[config.mk]
export PLATFORM = sky130hd
export DESIGN_NAME = horner_poly_eval
export DESIGN_NICKNAME = d
export VERILOG_FILES = /design/src/rtl/horner_poly_eval_pkg.sv /design/src/rtl/horner_poly_eval_alu.sv /design/src/rtl/horner_poly_eval.sv
export SDC_FILE = /design/constraint.sdc
export NUM_CORES = 1
export LEC_CHECK = 0
export CORE_MARGIN = 2
export CORE_UTILIZATION = 30
export CTS_BUF_LIST = sky130_fd_sc_hd__clkbuf_8
export DETAILED_ROUTE_END_ITERATION = 10
export PLACE_DENSITY = 0.46
export SETUP_SLACK_MARGIN = 0.1
export SLEW_MARGIN = 20
export SYNTH_ARGS = -nofsm -noshare
export SYNTH_HDL_FRONTEND = slang
export SYNTH_SLANG_ARGS = --single-unit
[constraint.sdc]
create_clock -name clk -period 5.72 [get_ports clk]
set_clock_uncertainty 0.1 [all_clocks]
set_input_delay 0.858 -clock clk [delete_from_list [all_inputs] [get_ports clk]]
set_output_delay 0.858 -clock clk [all_outputs]
set_load 0.005 [all_outputs]
[src/rtl/horner_poly_eval_pkg.sv]
// Shared state encodings, ALU op codes and decode helpers for the Horner evaluator.
package horner_poly_eval_pkg;

    typedef enum logic [2:0] {
        LOAD_C      = 3'd0,
        LOAD_C_WAIT = 3'd1,
        LOAD_X      = 3'd2,
        LOAD_X_WAIT = 3'd3,
        CALC_INIT   = 3'd4,
        CALC_MUL    = 3'd5,
        CALC_ADD    = 3'd6,
        CALC_DONE   = 3'd7
    } state_t;

    typedef enum logic {
        OP_ADD = 1'b0,
        OP_MUL = 1'b1
    } alu_op_t;

    // All CALC_* encodings share the top bit.
    function automatic logic is_calc(input state_t s);
        return s[2];
    endfunction

endpackage

[src/rtl/horner_poly_eval_alu.sv]
// Shared add/multiply ALU; result truncated to WIDTH.
// Latency: combinational. Backpressure: none.
// Operands are consumed and produced in the same cycle.
module horner_poly_eval_alu
    import horner_poly_eval_pkg::*;
#(
    parameter int WIDTH = 8
) (
    input  alu_op_t          op,
    input  logic [WIDTH-1:0] a,
    input  logic [WIDTH-1:0] b,
    output logic [WIDTH-1:0] y
);

    always_comb begin
        y = '0;
        if (op == OP_MUL) y = a * b;
        else              y = a + b;
    end

endmodule

[src/rtl/horner_poly_eval.sv]
// Polynomial evaluator y = sum c[i]*x^i by Horner's rule on one shared ALU.
// Latency: done rises 2*DEGREE+2 cycles after the x release; data_result follows one cycle later.
// Backpressure: none; operator press/release handshake on go, go ignored while busy.
module horner_poly_eval
    import horner_poly_eval_pkg::*;
#(
    parameter int WIDTH  = 8,
    parameter int DEGREE = 3
) (
    input  logic                        clk,
    input  logic                        resetn,
    input  logic                        go,
    input  logic [WIDTH-1:0]            data_in,
    output logic [$clog2(DEGREE+2)-1:0] coef_idx,
    output logic                        busy,
    output logic                        done,
    output logic [WIDTH-1:0]            data_result
);

    localparam int IDX_W = $clog2(DEGREE+2);
    localparam int CW    = $clog2(DEGREE+1);
    localparam logic [IDX_W-1:0] K_TOP  = IDX_W'(DEGREE);
    localparam logic [IDX_W-1:0] K_X    = IDX_W'(DEGREE+1);
    localparam logic [IDX_W-1:0] K_NEXT = IDX_W'(DEGREE-1);

    state_t           state;
    logic [IDX_W-1:0] k;
    logic [CW-1:0]    kc;
    logic [WIDTH-1:0] coef [0:DEGREE];
    logic [WIDTH-1:0] x;
    logic [WIDTH-1:0] acc;
    logic [WIDTH-1:0] alu_b;
    logic [WIDTH-1:0] alu_y;
    alu_op_t          alu_op;

    assign kc = k[CW-1:0];

    always_comb begin
        alu_op = OP_ADD;
        alu_b  = coef[kc];
        if (state == CALC_MUL) begin
            alu_op = OP_MUL;
            alu_b  = x;
        end
    end

    horner_poly_eval_alu #(.WIDTH(WIDTH)) u_alu (
        .op (alu_op),
        .a  (acc),
        .b  (alu_b),
        .y  (alu_y)
    );

    assign coef_idx = (state == LOAD_X || state == LOAD_X_WAIT) ? K_X : k;
    assign busy     = is_calc(state);

    always_ff @(posedge clk or negedge resetn) begin
        if (!resetn) begin
            state       <= LOAD_C;
            k           <= K_TOP;
            x           <= '0;
            acc         <= '0;
            done        <= 1'b0;
            data_result <= '0;
            for (int i = 0; i <= DEGREE; i++) coef[i] <= '0;
        end else begin
            done <= 1'b0;
            case (state)
                LOAD_C: begin
                    coef[kc] <= data_in;
                    if (go) state <= LOAD_C_WAIT;
                end
                LOAD_C_WAIT: begin
                    if (!go) begin
                        if (k == '0) begin
                            state <= LOAD_X;
                        end else begin
                            k     <= k - 1'b1;
                            state <= LOAD_C;
                        end
                    end
                end
                LOAD_X: begin
                    x <= data_in;
                    if (go) state <= LOAD_X_WAIT;
                end
                LOAD_X_WAIT: begin
                    if (!go) state <= CALC_INIT;
                end
                CALC_INIT: begin
                    acc   <= coef[DEGREE];
                    k     <= K_NEXT;
                    state <= CALC_MUL;
                end
                CALC_MUL: begin
                    acc   <= alu_y;
                    state <= CALC_ADD;
                end
                CALC_ADD: begin
                    acc <= alu_y;
                    if (k == '0) begin
                        // done is registered so it is high exactly while in CALC_DONE
                        state <= CALC_DONE;
                        done  <= 1'b1;
                    end else begin
                        k     <= k - 1'b1;
                        state <= CALC_MUL;
                    end
                end
                CALC_DONE: begin
                    data_result <= acc;
                    k           <= K_TOP;
                    state       <= LOAD_C;
                end
                default: begin
                    k     <= K_TOP;
                    state <= LOAD_C;
                end
            endcase
        end
    end

endmodule

Word-level counts from Yosys, hierarchy flattened
Cells that the tools add are included.

storage, ports and cells
  register bits after elaboration = 63
  input port bits = 11
  output and inout bits = 13
  word-level logic and storage cells = 59

operators by class
  add/subtract/negate cells = 2
  $mul = 1
  magnitude comparators = 2
  equal/unequal tests = 11
  multiplexer cells = 23
  bitwise gates (word level) = 1
  reduce and logical (&&, ||, !) cells = 9

operators with widths
  kind                                                         count
  2-to-1 mux 8 bit                                             5
  bitwise mux 32 bit                                           1
  case mux 3 bit (8 select lines)                              1
  2-to-1 mux 3 bit                                             7
  binary-select mux 8 bit (select 2 bit)                       1
  demux 8 bit (select 2 bit)                                   1
  case mux 8 bit (2 select lines)                              1
  equality test 3 bit (second input constant)                  4
  case mux 3 bit (4 select lines)                              1
  adder 8 bit                                                  1
  multiplier 8 x 8 -> 8 bit                                    1
  != test 2 bit (second input constant)                        4
  equality test 3 x 2 -> 1 bit (second input constant)         2
  logical NOT 3 bit                                            2
  2-to-1 mux 2 bit                                             2
  AND reduction 4 bit                                          1
  nonzero test 4 bit                                           1
  equality test 3 x 1 -> 1 bit (second input constant)         1
  >= comparator 3 bit (second input constant)                  1
  less-than comparator 3 x 1 -> 1 bit (second input constant)  1
  2-to-1 mux 1 bit                                             3
  NOT 2 -> 3 bit                                               1
  subtractor 3 x 1 -> 3 bit (second input constant)            1
  AND reduction 2 bit                                          1
  4 further kinds                                              4

Logic depth before layout (Yosys ltp)
  word-level depth = 8
  mapped depth = 21
  depth with buffers taken out = 19

Modules after synthesis
From an unflattened synthesis, not the netlist that was laid out.

unflattened totals
  cell total of the unflattened synthesis = 410
  area total of the unflattened synthesis = 4401.7 µm²

by module, submodules not included
  module                instances  cells an instance  area each (µm²)  sequential area each (µm²)
  horner_poly_eval      1          252                3160.5           1579.0
  horner_poly_eval_alu  1          158                1241.2           0.0

Worst setup path after synthesis
No wires, ideal clock.

  path kind = flip-flop to flip-flop
  start point = reg k[0]
  end point = reg acc[7]
  library setup time = 0.134 ns
  data arrival time = 4.550 ns
  required time = 5.486 ns
  slack = 0.936 ns
  stages on the path, launching flop included = 19
  path buffers = 1
  cells stage by stage = dfstp_2 -> buf_6 -> mux4_2 -> mux2_2 -> ha_1 -> inv_1 -> fa_1 -> inv_1 -> ha_1 -> fa_1 -> inv_1 -> fa_1 -> inv_1 -> ha_1 -> a21oi_1 -> xnor2_1 -> xnor2_1 -> xnor2_1 -> o211ai_1

between the ends
  longest elaborated chain between the ends = 8
  elaborated cells on any way between the ends = 9
  classes of those cells = add/sub (1); mul (1); mux (6); bitwise (1)

RTL lines
  item                                                      RTL line                                                text
  start, declared                                           horner_poly_eval.sv:27                                  logic [IDX_W-1:0] k;
  start signal, assigned                                    horner_poly_eval.sv:78                                  k <= k - 1'b1;
  start signal, assigned                                    horner_poly_eval.sv:106                                 k <= k - 1'b1;
  NOT 2 -> 3 bit (implied by the code) *                    horner_poly_eval.sv:40                                  alu_b = coef[kc];
  binary-select mux 8 bit (select 2 bit) *                  horner_poly_eval.sv:40
  2-to-1 mux 8 bit (implied by the code) * (2 in a row)     horner_poly_eval.sv:40
  2-to-1 mux 8 bit *                                        horner_poly_eval.sv:41                                  if (state == CALC_MUL) begin
  multiplier 8 x 8 -> 8 bit or adder 8 bit (tied branches)  horner_poly_eval_alu.sv:17, horner_poly_eval_alu.sv:18
  2-to-1 mux 8 bit *                                        horner_poly_eval_alu.sv:17                              if (op == OP_MUL) y = a * b;
  case mux 8 bit (2 select lines) *                         horner_poly_eval.sv:68                                  case (state)
  end signal, assigned                                      horner_poly_eval.sv:91                                  acc <= coef[DEGREE];
  end signal, assigned                                      horner_poly_eval.sv:96                                  acc <= alu_y;
  end signal, assigned                                      horner_poly_eval.sv:100                                 acc <= alu_y;
  end, declared                                             horner_poly_eval.sv:31                                  logic [WIDTH-1:0] acc;

Mark *: on every way between the ends. The rest lies on a longest branch, timed or not. The select of a mux whose other input is x is not followed.
A chain may end at the register's enable or synchronous reset.

Final worst setup path
Ends and elaborated chain as after synthesis.

==> flow_metrics.tcl <==
set metrics [dict create \
    status "complete, no violations" \
    end_kind "register" \
    holdPathEnd "data_result[3]" \
    wl_mm 10.03 \
    grt_pass1_wl_mm 16.39 \
    port_buffers 23 \
    drt_iter0_drc 153 \
    r2r_slack_ns 0.58 \
    yosys.cell_types.count 46 \
    overflow 0 \
    setup_violations 0 \
    r2r-start "k[0]" \
    num_rows 43 \
    grt_pass1_vias 2926 \
    vias 2879 \
    path_depth 17 \
    cts-buffers-inserted 9 \
    syn-instance-count 389 \
    grt_max_degree 64 \
    ant_nets 0 \
    worstHoldStart "data_result[3]" \
    via_per_inst 4.839 \
    synth-edff-count 0 \
    cp_common_cell "inv_1" \
    drc 0 \
    ys_ff_latch 63 \
    area_growth_pct 14.05 \
    dpl.hpwl_mm 7.282 \
    final_cell_mix "dfrtp_1 (61), mux2_2 (52), inv_1 (40)" \
    avgSynthCellArea_um2 10.94 \
    maxCapViolCount 0 \
    die_area_mm2 0.01516 \
    critical_path_arrival_ns 5.26 \
    clkTransAtPathRegs_ns 0.07 \
    rsz0062_at_grt "no" \
    mostFrequentLayoutCell "dfrtp_1" \
    path_cells "mux4_2, mux2_2, ha_1, inv_1, fa_1, inv_1, ha_1, fa_1, inv_1, fa_1, inv_1, ha_1, a21oi_1, xnor2_1, xnor2_1, xnor2_1, o211ai_1" \
    die_y_um 123.1 \
    cts-resized-gates 0 \
    yosysSeqAreaShare_pct 37.10 \
    cts_tree "yes" \
    tns_ns 0 \
    tightest_slew_ns 0.9119 \
    fill_cells 1431 \
    crit_buf_inv 4 \
    max_freq_ghz 0.1944 \
    synth_flop_cell "dfrtp_1" \
    yosysWarnings 0 \
    root_buffer "clkbuf_8" \
    hold_depth 2 \
    cts.path.max_buffers 2 \
    core-area_mm2 0.01388 \
    start_util_pct 30.67 \
    clock_latency_ns 0.35 \
    dieWidth_um 123.1 \
    ff2ff_path_depth 17 \
    netlist_area_mm2 0.004257 \
    drive_above_1_share_pct 20.48 \
    cp_max_fo 12 \
    dr.pass1.iters 4 \
    crit_slowest_cell "dfstp_2" \
    groute.usage.overall_pct 14.56 \
    rr_endpoint "acc[7]" \
    regArea_mm2 0.001579 \
    cts_htree_levels 3 \
    holdCritPathClass "reg -> reg" \
    wl_per_cell_um 16.86 \
    fin_crit_sh_pct 89.92 \
    relSlewSlack_pct 38.98 \
    antenna_found_initial 0 \
    cts_setup_buffers 0 \
    postCtsHoldBufs 0 \
    insertedDiodeCount 0 \
    crit_start "k[0]" \
    critPathKind "reg -> reg" \
    worstSetupStartpointType "register" \
    syn_nets 441 \
    slew_viol_final 0 \
    place_ws_ns 0.5735 \
    multiInputGateArea_mm2 0.002405 \
    timing.final.ws_setup_ns 0.5765 \
    gp_congestion 0.8573 \
    fin_nets 463 \
    fin_crit_ns 5.143 \
    cts_sinks 63 \
    ios 24 \
    synthArstFlopShare_pct 100.0 \
    cp_slowest_stage_delay_ns 0.77 \
    crit_required_ns 5.84 \
    hold_viol_final 0 \
    path_delay_family "adder cells" \
]
[cell type report]
class / count / share of cell area, %
Clock inverter: 4 / 1.598
Inverter: 43 / 3.325
Timing Repair Buffer: 27 / 5.258
Tap cell: 180 / 4.639
Multi-Input combinational cell: 267 / 49.54
Clock buffer: 11 / 3.119
Sequential cell: 63 / 32.53
[worst register-to-register path, cell delays in order, from the launching register on]
cell and delay (ns):
dfstp_2 0.77, mux4_2 0.55, mux2_2 0.32, ha_1 0.19
inv_1 0.12, fa_1 0.42, inv_1 0.06, ha_1 0.24
fa_1 0.54, inv_1 0.06, fa_1 0.52, inv_1 0.04
ha_1 0.31, a21oi_1 0.18, xnor2_1 0.16, xnor2_1 0.17
xnor2_1 0.16, o211ai_1 0.10
[metal layers]
layer	track usage (%)	vias up	wire (um)
met3	2.814	10	375
met1	20.02	1439	4816
li1	-	1379	-
met2	23.45	51	4733
met4	4.048	0	106
met5	0	-	0
[cell usage after synthesis (2+ instances only)]
library cell  instances  area, um2
dfrtp_1              61       1526
mux2_2               52      585.6
inv_1                40      150.1
nand2_1              30      112.6
ha_1                 28      350.3
a21oi_1              19      95.09
and2_1               16      100.1
nor2_1               15      56.30
o21ai_0              15      75.07
xnor2_1              15      131.4
fa_1                 13      260.3
clkbuf_1             10      37.54
o22ai_1               9      56.30
mux2i_1               5      50.05
nand3_1               5      25.02
clkbuf_8              4      55.05
mux4_1                4      105.1
mux4_2                4      90.09
nor3_1                4      20.02
a21o_1                3      22.52
nor2b_1               3      18.77
or3_1                 3      18.77
a211oi_1              2      15.01
a221oi_1              2      17.52
dfstp_2               2      52.55
inv_2                 2      7.510
nand2b_1              2      12.51
o211ai_1              2      15.01
xor2_1                2      17.52
[kinds of logic (layout without fill, tap and decap cells)]
| kind of cell | count (synthesis) | count (layout) | share of synthesized area [%] |
|---|---|---|---|
| AO/OA/AOI/OAI | 58 | 58 | 8.054 |
| XOR/XNOR | 18 | 18 | 4.027 |
| adder cells (fa/ha/maj) | 41 | 41 | 14.34 |
| buffers and inverters | 59 | 85 | 6.408 |
| flip-flops | 63 | 63 | 37.10 |
| multiplexers | 67 | 67 | 20.40 |
| AND/OR/NAND/NOR | 83 | 83 | 9.671 |
[registers in the layout, summed over array words and instances (netlist names)]
register,flops
coef,32
acc,8
data_result,8
x,8
k,3
state,3
done,1
[how the worst max path moves through the flow]
| stage | slack (ns) | endpoint |
|---|---|---|
| after global placement | 0.66 | acc[7] |
| after detailed placement | 0.57 | acc[7] |
| after floorplan | 0.94 | acc[7] |
| after global routing | 0.28 | acc[7] |
| after CTS | 0.56 | acc[7] |
| final | 0.58 | acc[7] |
[per-stage QoR]
stage | std cells | area (um2) | utilization (%) | hold WS [ns]
global placement | 580 | 4626 | 33.32 | 0.3653
detailed placement | 580 | 4626 | 33.32 | 0.3859
global route | 595 | 4855 | 34.97 | 0.4139
CTS | 595 | 4855 | 34.97 | 0.4029
finish | 595 | 4855 | 34.97 | 0.3955
floorplan | 389 | 4257 | - | 0.3720
Power is not shown: default switching activity piles up to over one toggle a cycle in this logic, so the estimate is an artifact.
